<file path="src/rtl/cla_seq_multiplier.sv">
// cla_seq_multiplier: 32x32->64 unsigned shift-add multiplier built around one Cla_32 adder.
// Optional early termination when the remaining multiplier bits are zero: define CLA_MUL_EARLY_TERM_EN.
module Cla_32 (
  input  logic [31:0] x,
  input  logic [31:0] y,
  input  logic        c_in,
  output logic [31:0] sum,
  output logic        c32,
  output logic        G,
  output logic        P
);
  logic [31:0] w_g, w_p, w_c;
  logic [7:0]  w_gg, w_gp;
  logic [8:0]  w_cg;
  assign w_g     = x & y;
  assign w_p     = x ^ y;
  assign w_cg[0] = c_in;
  for (genvar k = 0; k < 8; k++) begin : g_blk
    localparam int B = 4 * k;
    assign w_c[B]   = w_cg[k];
    assign w_c[B+1] = w_g[B] | (w_p[B] & w_cg[k]);
    assign w_c[B+2] = w_g[B+1] | (w_p[B+1] & w_g[B]) | (&w_p[B+1:B] & w_cg[k]);
    assign w_c[B+3] = w_g[B+2] | (w_p[B+2] & w_g[B+1]) | (&w_p[B+2:B+1] & w_g[B])
                    | (&w_p[B+2:B] & w_cg[k]);
    assign w_gg[k]  = w_g[B+3] | (w_p[B+3] & w_g[B+2]) | (&w_p[B+3:B+2] & w_g[B+1])
                    | (&w_p[B+3:B+1] & w_g[B]);
    assign w_gp[k]  = &w_p[B+3:B];
    assign w_cg[k+1] = w_gg[k] | (w_gp[k] & w_cg[k]);
  end
  assign sum = w_p ^ w_c;
  assign c32 = w_cg[8];
  assign P   = &w_gp;
  always_comb begin
    G = 1'b0;
    for (int i = 0; i < 8; i++) G = w_gg[i] | (w_gp[i] & G);
  end
endmodule

module cla_seq_multiplier #(
  parameter int WIDTH = 32
) (
  input  logic                 clk,
  input  logic                 rst,
  input  logic                 start,
  input  logic [WIDTH-1:0]     a,
  input  logic [WIDTH-1:0]     b,
  output logic                 busy,
  output logic                 done,
  output logic [2*WIDTH-1:0]   product
);
  if (WIDTH != 32) begin : g_bad_width
    $error("cla_seq_multiplier: WIDTH must be 32 (fixed by Cla_32)");
  end
  typedef enum logic [1:0] {S_IDLE, S_BUSY, S_DONE} state_t;
  state_t      r_state, w_next;
  logic [31:0] r_m, r_acc, r_q, r_mr;
  logic [5:0]  r_cnt;
  logic        r_valid;
  logic [31:0] w_sum;
  logic        w_c32, w_accept, w_last;
  Cla_32 u_cla (
    .x    (r_acc),
    .y    (r_mr[0] ? r_m : 32'd0),
    .c_in (1'b0),
    .sum  (w_sum),
    .c32  (w_c32),
    .G    (),
    .P    ()
  );
  always_ff @(posedge clk) begin
    if (rst) r_state <= S_IDLE;
    else     r_state <= w_next;
  end
  always_comb begin
    w_accept = start && (r_state != S_BUSY);
`ifdef CLA_MUL_EARLY_TERM_EN
    w_last   = (r_mr == 32'd0) || (r_cnt == 6'd31);
`else
    w_last   = (r_cnt == 6'd31);
`endif
    w_next   = (r_state == S_BUSY) ? (w_last ? S_DONE : S_BUSY)
                                   : (w_accept ? S_BUSY : S_IDLE);
  end
  always_comb begin
    busy    = (r_state == S_BUSY);
    done    = (r_state == S_DONE);
    product = r_valid ? {r_acc, r_q} : 64'd0;
  end
  always_ff @(posedge clk) begin
    if (rst) begin
      {r_m, r_acc, r_q, r_mr} <= '0;
      r_cnt   <= '0;
      r_valid <= 1'b0;
    end else if (w_accept) begin
      r_m     <= a;
      r_mr    <= b;
      r_acc   <= '0;
      r_q     <= '0;
      r_cnt   <= '0;
      r_valid <= 1'b0;
    end else if (r_state == S_BUSY) begin
      r_valid <= w_last;
`ifdef CLA_MUL_EARLY_TERM_EN
      if (r_mr == 32'd0) begin
        // remaining iterations would only add zero and shift, so collapse them
        {r_acc, r_q} <= {r_acc, r_q} >> (6'd32 - r_cnt);
      end else
`endif
      begin
        {r_acc, r_q} <= {w_c32, w_sum, r_q[31:1]};
        r_mr         <= r_mr >> 1;
        r_cnt        <= r_cnt + 6'd1;
      end
    end
  end
endmodule

</file>
<file path="config.mk">
export PLATFORM = sky130hd
export DESIGN_NAME = cla_seq_multiplier
export DESIGN_NICKNAME = d
export VERILOG_FILES = /design/src/rtl/cla_seq_multiplier.sv
export SDC_FILE = /design/constraint.sdc
export NUM_CORES = 1
export LEC_CHECK = 0
export CORE_MARGIN = 1
export CORE_UTILIZATION = 30
export CTS_BUF_LIST = sky130_fd_sc_hd__clkbuf_8 sky130_fd_sc_hd__clkbuf_16
export DETAILED_ROUTE_END_ITERATION = 8
export GPL_TIMING_DRIVEN = 0
export SETUP_SLACK_MARGIN = 0.3
export SLEW_MARGIN = 20
export SYNTH_ARGS = -nofsm -noshare
export SYNTH_HDL_FRONTEND = slang
export SYNTH_SLANG_ARGS = --single-unit
</file>
<file path="constraint.sdc">
create_clock -name clk -period 3.4 [get_ports clk]
set_input_delay 0.51 -clock clk [delete_from_list [all_inputs] [get_ports clk]]
set_output_delay 0.51 -clock clk [all_outputs]
set_load 0.02 [all_outputs]
</file>
==> results of run 1 <==
==> worst register-to-register path, stage by stage (launching register included) <==
cell and delay [ps]:
dfxtp_4 450, buf_8 140, and2_4 150, ha_4 210, a41oi_4 250, nor2_4 70, o31ai_4 320, a211oi_2 150
or3_4 390, a21o_4 210, fa_2 350, xnor2_2 150, a211oi_2 190
==> cells in the final DEF, fill, tap and decap left out, drive strengths merged, types with 2 or more instances in the layout <==
cell           instances
a211oi                41
a21o                   7
a21oi                100
and2                  97
and3                   3
buf                   30
bufinv                 3
clkbuf                62
clkdlybuf4s50        129
clkinv                 5
clkinvlp               4
dfxtp                137
fa                     8
ha                    33
inv                   10
mux2i                 33
nand2                173
nand2b                 4
nand3                 11
nand4                  7
nor2                  56
nor2b                  2
nor3                   8
o21ai                 14
o21bai                 2
o22ai                  2
or3                    5
or4                    4
xnor2                 12
xor2                  10
==> through the flow <==
step	instances	hold WS [ps]	utilization [%]	instance area, sq um	setup slack [ps]
finish	1309	451	42.9	9700	292
global route	1309	470	42.9	9700	181
CTS	1303	453	42.2	9550	252
detailed placement	1259	444	38.0	8610	-232
global placement	1259	440	38.0	8610	-234
floorplan	844	432	-	6950	311
==> power by group <==
part / leakage, nW / switching [mW] / internal (mW)
Sequential: 1.12 / 0.0417 / 1.67
Clock: 0.287 / 0.747 / 1.15
Combinational: 2.31 / 0.228 / 0.183
==> synthesized netlist by cell type (8+ instances only) <==
| library cell | number | area share [%] |
|---|---|---|
| and2_1 | 97 | 8.8 |
| clkbuf_1 | 44 | 2.4 |
| xor2_1 | 10 | 1.3 |
| nand3_1 | 11 | 0.79 |
| dfxtp_1 | 137 | 40 |
| fa_1 | 8 | 2.3 |
| buf_1 | 13 | 0.70 |
| a21oi_1 | 98 | 7.1 |
| a211oi_1 | 40 | 4.3 |
| xnor2_1 | 12 | 1.5 |
| ha_1 | 33 | 6.0 |
| nand2_1 | 173 | 9.4 |
| mux2i_1 | 33 | 4.8 |
| o21ai_0 | 9 | 0.65 |
| nor2_1 | 56 | 3.0 |
==> path summary, 6_finish.rpt <==
path	endpoint	slack, ps	depth (start not counted)
setup / recovery	r_acc[28]	290	12
hold / removal	r_m[16]	450	2
setup reg to reg	r_acc[28]	290	12
hold reg to reg	r_m[16]	450	2
==> layer usage <==
metal | track usage (%) | vias to the layer above | share of wire, %
li1 | - | 3200 | -
met1 | 21.3 | 2907 | 47
met2 | 28.0 | 144 | 48
met3 | 3.30 | 30 | 3.6
met4 | 6.67 | 0 | 2.2
met5 | 0 | - | 0
==> repair_timing <==
action,in CTS,in global routing
buffers inserted,10,6
cloned,2,0
pin swaps,20,14
setup endpoints to repair,11,20
resized for setup,44,23
==> final cells by class <==
cell class | count | area [sq um]
Buffer | 57 | 264
Clock buffer | 17 | 425
Clock inverter | 15 | 178
Fill cell | 2231 | 12900
Inverter | 7 | 26.3
Multi-Input combinational cell | 643 | 4260
Sequential cell | 137 | 2750
Tap cell | 285 | 357
Timing Repair Buffer | 148 | 1440
==> flip-flops by register name (all words and copies together) (netlist names) <==
name,count
r_acc,32
r_m,32
r_mr,32
r_q,32
r_cnt,6
r_state,2
r_valid,1
==> kinds of logic (layout without fill, tap and decap cells) <==
kind of cell / after synthesis / after routing / synth area share, %
compound gates: 176 / 176 / 16.0
xor+xnor: 22 / 22 / 2.78
fa+ha+maj: 41 / 41 / 8.27
buf+inv: 64 / 244 / 3.47
flops: 137 / 137 / 39.6
mux: 33 / 33 / 4.77
simple gates: 371 / 371 / 25.1
==> flow_summary.toml, run 1 <==
[run_status]
status = "finished clean"

[sta]
worst_slew_pin_slew_ps = 785
report.final.slew_viol_count = 0
period_needed_ps = 3110
fin_crit_sh_pct = 91.4
rsz0062_at_grt = "true"
skew_ps = 9.02
maxSlewHeadroom_pct = 47.7
finalSetupViolCount = 0
fmax_mhz = 322
setup_tns_ps = 0
finalHoldViolCount = 0

[job]
maxCapViolations = 0

[setup_path]
end_kind = "flip-flop"
cpMostUsedCell = "a211oi_2"
cp.arrival_ps = 3450
path_class = "reg -> reg"
path_delay_family = "compound AO/OA/AOI/OAI gates"
start_kind = "flip-flop"
cp-startpoint = "r_mr[0]"
worst-path-buf-inv = 1
cp_cell_sequence = "buf_8 -> and2_4 -> ha_4 -> a41oi_4 -> nor2_4 -> o31ai_4 -> a211oi_2 -> or3_4 -> a21o_4 -> fa_2 -> xnor2_2 -> a211oi_2"
crit_path_top_delay_cell = "dfxtp_4"
r2r-start = "r_mr[0]"
cp.required_ps = 3740
cp_slowest_stage_delay_ps = 450
crit_fanout = 8

[final_layout]
antenna_cells = 0
drive_gt1_share_pct = 11.2
nets = 1119
area_growth_pct = 40.0

[logic_synthesis]
synth_cells = 844
ys_ff_latch = 137
synth_area_sq_mm = 0.00693
synthFlopType = "dfxtp_1"
synth_seq_area_share_pct = 39.6
synth_edf_count = 0
synth.distinct_cells = 44
yosys_warnings = 0
syn_nets = 952
synthArstFlopShare_pct = 0
avgSynthCellArea_sq_um = 8.21

[placed_design]
portBuffers = 130
post-dp-hpwl_um = 13900
gp_congestion = 0.842

[drt]
drtAntennaViolNets = 0
vias = 6281
routedWlPerCell_um = 15.0
drtIter0Drc = 274
firstDrtPassIters = 6
drt_drc_violations_left = 0
wl_um = 19700
post_drt_via_cell_ratio = 4.80

[hold_path]
hold_class = "reg -> reg"
hp-start = "r_m[16]"

[floorplan]
die_area_sq_mm = 0.0237
core_area_sq_mm = 0.0226
fp.dieW_um = 154
ios = 133
rows = 55
start_util_pct = 30.6
die_y_um = 154

[clock_network]
root_buffer = "clkbuf_16"
insertion_delay_ps = 430
cts_tree = "built"
cts_hold_buffers = 0
clock_sinks = 137
h-tree-depth = 4
cts_buffer_depth = 2
clk_pin_slew_ps = 70
numCtsBuffers = 17

[global_route]
grt_pass1_wl_um = 30900
track_usage_pct = 16.8
grt-ovfl-total = 0
antenna_found_initial = 0
grt_max_degree = 17
grt_pass1_vias = 6025

[power]
vdd_drop_max_v = 0.000307
p_leak_nw = 3.71
power_mw = 4.03
cellPowerDensity_mw_per_mm2 = 415
Power figures use the tool's default switching activity.
==> inputs of run 2 (changes only) <==
Clock period 3.4 ns to 3.25 ns, I/O delays scaled along.
==> flow_summary.toml, run 2 (synthesis gave the netlist of run 1 again) <==
[placed_design]
placed_cell_area_sq_mm = 0.00878
post-dp-hpwl_um = 14200
gp_congestion = 0.836
portBuffers = 130

[drt]
routed.top_layer = "met4"
met2_length_um = 9680
drt_drc_violations_left = 0
vias = 6289
routedWlPerCell_um = 15.4
drtIter0Drc = 333
firstDrtPassIters = 4
drtAntennaViolNets = 0
wl_met3_um = 642
post_drt_via_cell_ratio = 4.81
m1WireLength_um = 9290
wl_um = 20200

[floorplan]
die_y_um = 154
ios = 133
fp.dieW_um = 154
rows = 55
core_area_sq_mm = 0.0226
start_util_pct = 30.6
die_area_sq_mm = 0.0237

[sta]
worst_slew_pin_slew_ps = 809
fin_crit_sh_pct = 97.2
fin_hold_ws_ps = 448
rsz0062_at_grt = "true"
finalSetupViolCount = 0
skew_ps = 6.47
report.final.slew_viol_count = 0
maxSlewHeadroom_pct = 46.1
period_needed_ps = 3160
fmax_mhz = 317
setup_tns_ps = 0
finalHoldViolCount = 0

[global_route]
grt-ovfl-total = 0
track_usage_pct = 17.1
grt_pass1_wl_um = 31300
grt_pass1_vias = 6072
antenna_found_initial = 0
grt_max_degree = 17

[hold_path]
hold_end = "r_m[21]"
hp-start = "r_m[21]"
min_path_cells = 2
hold_class = "reg -> reg"

[job]
maxCapViolations = 0

[setup_path]
crit_fanout = 10
rr_worst_depth = 12
path_class = "reg -> reg"
reg2reg_slack_ps = 90
cp.required_ps = 3600
cp.arrival_ps = 3510
r2r-start = "r_mr[0]"
end_kind = "flip-flop"
start_kind = "flip-flop"
reg2reg_to = "r_acc[27]"

[final_layout]
fin_util_pct = 43.3
final_common_cell = "nand2_1"
drive_gt1_share_pct = 12.4
area_growth_pct = 41.5
nets = 1118
finalInstanceArea_sq_mm = 0.00981
fill_cells = 2219
final_cell_mix = "nand2_1 (171), dfxtp_1 (136), clkdlybuf4s50_1 (129)"
antenna_cells = 0

[clock_network]
numCtsBuffers = 17
cts_tree = "built"
h-tree-depth = 4
cts_hold_buffers = 0
clock_sinks = 137
cts_buffer_depth = 2
root_buffer = "clkbuf_16"
insertion_delay_ps = 420
clk_pin_slew_ps = 60

[power]
cellPowerDensity_mw_per_mm2 = 429
p_leak_nw = 3.71
vdd_drop_max_v = 0.000359

[run_status]
status = "finished clean"
run 2: repair_timing:
item | CTS | global route
gates cloned | 1 | 0
resized for setup | 24 | 45
setup buffers | 8 | 8
pin swaps | 15 | 28
endpoints found under the setup margin | 33 | 16
run 2: per-stage QoR:
step	setup WS (ps)	total power, mW	instances
floorplan	302	2.06	844
global placement	-117	2.24	1259
detailed placement	-136	2.24	1259
CTS	109	4.23	1300
global route	4.81	4.36	1308
finish	92.6	4.21	1308
run 2: worst max-delay path, cell delays in order (launching register included):
cell and delay [ps]:
dfxtp_4 390, clkbuf_16 180, and2_4 160, ha_4 240, a21oi_4 160, o21ai_2 90
a221oi_4 300, a2bb2o_4 240, or3_4 380, a21o_2 210, fa_2 520, nand2_1 60
a21oi_2 140
run 2: worst max-delay path by stage:
stage | end | depth (start not counted) | startpoint
after global placement | busy | 6 | r_state[1]
after floorplan | r_acc[28] | 12 | r_mr[0]
after detailed placement | r_acc[24] | 13 | r_mr[0]
after global routing | r_acc[27] | 12 | r_mr[0]
after CTS | r_acc[27] | 12 | r_mr[0]
final | r_acc[27] | 12 | r_mr[0]
run 2: per-layer routing:
| metal | track usage (%) | vias up |
|---|---|---|
| met4 | 8.00 | 0 |
| met3 | 3.30 | 33 |
| li1 | - | 3202 |
| met5 | 0 | - |
| met2 | 28.3 | 144 |
| met1 | 21.5 | 2910 |
run 2: report_power, final:
group / switching (mW) / leakage [nW] / internal, mW
combinational: 0.239 / 2.31 / 0.193
sequential: 0.0438 / 1.12 / 1.75
clock: 0.767 / 0.282 / 1.22
run 2: area by class of cell:
class	instances	area (sq um)	share of cell area [%]
sequential	137	2750	28.0
tap	285	357	3.64
inverter	7	26.3	0.268
timing repair buffer	147	1440	14.7
clock inverter	14	158	1.61
buffer	57	264	2.69
multi-input combinational	643	4380	44.6
clock buffer	18	439	4.48
==> inputs of run 3 (changes only) <==
Settings changed: SKIP_LAST_GASP set to 1.
Clock period 3.25 ns to 2.6 ns, I/O delays scaled along.
==> flow_summary.toml, run 3 (synthesis gave the netlist of run 1 again) <==
[run_status]
status = "complete, but fails checks"
violations = "setup timing"

[global_route]
grt_pass1_vias = 6142
grt-ovfl-total = 0
grt_pass1_wl_um = 32200
track_usage_pct = 17.4
antenna_found_initial = 0
grt_max_degree = 17

[final_layout]
fin_cells = 1313
nets = 1124
final_cell_mix = "nand2_1 (171), dfxtp_1 (136), and2_1 (84), a21oi_1 (84), clkdlybuf4s50_1 (80)"
antenna_cells = 0
area_growth_pct = 42.6
drive_gt1_share_pct = 15.3
final_common_cell = "nand2_1"

[clock_network]
h-tree-depth = 4
clk_pin_slew_ps = 60
clock_sinks = 137
insertion_delay_ps = 420
root_buffer = "clkbuf_16"
numCtsBuffers = 17
cts_tree = "built"
cts_buffer_depth = 2

[drt]
firstDrtPassIters = 4
routedWlPerCell_um = 15.4
vias = 6289
drt_drc_violations_left = 0
post_drt_via_cell_ratio = 4.79
drtIter0Drc = 263
drtAntennaViolNets = 0
wl_um = 20200

[setup_path]
cp.arrival_ps = 3500
path_class = "reg -> reg"
crit_fanout = 8
cp.required_ps = 2950
start_kind = "flip-flop"
end_kind = "flip-flop"

[sta]
finalSetupViolCount = 25
report.final.slew_viol_count = 0
period_needed_ps = 3150
skew_ps = 8.46
finalHoldViolCount = 0
worst_slew_pin_slew_ps = 788
maxSlewHeadroom_pct = 47.5
fmax_mhz = 317
fin_hold_ws_ps = 448
layout_setup_ws_ps = -554
fin_crit_sh_pct = 121
rsz0062_at_grt = "true"

[power]
p_clk_share_pct = 45.0
cellPowerDensity_mw_per_mm2 = 515
vdd_drop_max_v = 0.000434
p_sw_share_pct = 25.6
intPower_mw = 3.79
power.net_switching_mw = 1.30
p_seq_share_pct = 44.0
share_comb_of_total_power_pct = 11.0
p_leak_nw = 4.25
power_mw = 5.09

[placed_design]
post-dp-hpwl_um = 14200
place_ws_ps = -715
place_inst = 1259
portBuffers = 130
gp_congestion = 0.843

[floorplan]
core_area_sq_mm = 0.0226
fp.dieW_um = 154
rows = 55
die_y_um = 154
die_area_sq_mm = 0.0237
start_util_pct = 30.6
ios = 133

[job]
maxCapViolations = 0

[hold_path]
hold_class = "reg -> reg"
[run 3: power groups by stage]
stage	Clock, mW	Combinational [mW]	Sequential (mW)
after global placement	0	0.525	2.28
after CTS	2.34	0.555	2.24
after floorplan	0	0.309	2.27
after detailed placement	0	0.529	2.28
after global routing	2.44	0.618	2.25
final	2.29	0.558	2.24
[run 3: what timing repair did]
action                                  CTS  global route
hold buffers                              0             0
resized for setup                        85            51
setup buffers                            14             7
endpoints found under the hold margin     0             0
endpoints found under the setup margin  130            77
gates cloned                              2             0
pin swaps                                25            18
[run 3: stage by stage]
| step | utilization [%] | instance area (sq um) | TNS [ps] |
|---|---|---|---|
| global route | 43.7 | 9880 | -9070 |
| finish | 43.7 | 9880 | -6400 |
| global placement | 39.1 | 8850 | -6770 |
| detailed placement | 39.1 | 8850 | -7220 |
| floorplan | - | 7190 | -1090 |
| CTS | 42.9 | 9700 | -5190 |
[run 3: path summary, 6_finish.rpt]
| path | endpoint | cells past startpoint | from | slack (ps) |
|---|---|---|---|---|
| worst max register to register | r_acc[27] | 12 | r_mr[0] | -550 |
| worst max-delay path | r_acc[27] | 12 | r_mr[0] | -550 |
| worst min-delay path | r_m[25] | 2 | r_m[25] | 450 |
| worst min register to register | r_m[25] | 2 | r_m[25] | 450 |
[run 3: area by class of cell]
class,instances,area [sq um]
timing repair buffer,153,1500
tap,285,357
clock buffer,19,453
inverter,7,26.3
sequential,137,2750
multi-input combinational,643,4410
clock inverter,12,104
fill,2255,12800
buffer,57,289
[run 3: worst max-delay path: stages (launching register included)]
cell and delay [ps]:
dfxtp_4 450, clkbuf_16 180, and2_4 150, ha_4 210, a21oi_2 130, o21ai_2 80, a221oi_2 310, a2bb2o_4 250
or3_4 400, a21o_4 220, fa_2 510, nand2_1 60, a21oi_2 130
[run 3: metal layers]
metal / share of wire [%] / vias up / wire, um / GRT usage [%]
met5: 0 / - / 0 / 0
met4: 1.5 / 0 / 307 / 5.00
met3: 3.8 / 24 / 769 / 3.44
met2: 47 / 116 / 9560 / 29.3
met1: 47 / 2932 / 9530 / 22.5
li1: - / 3217 / - / -
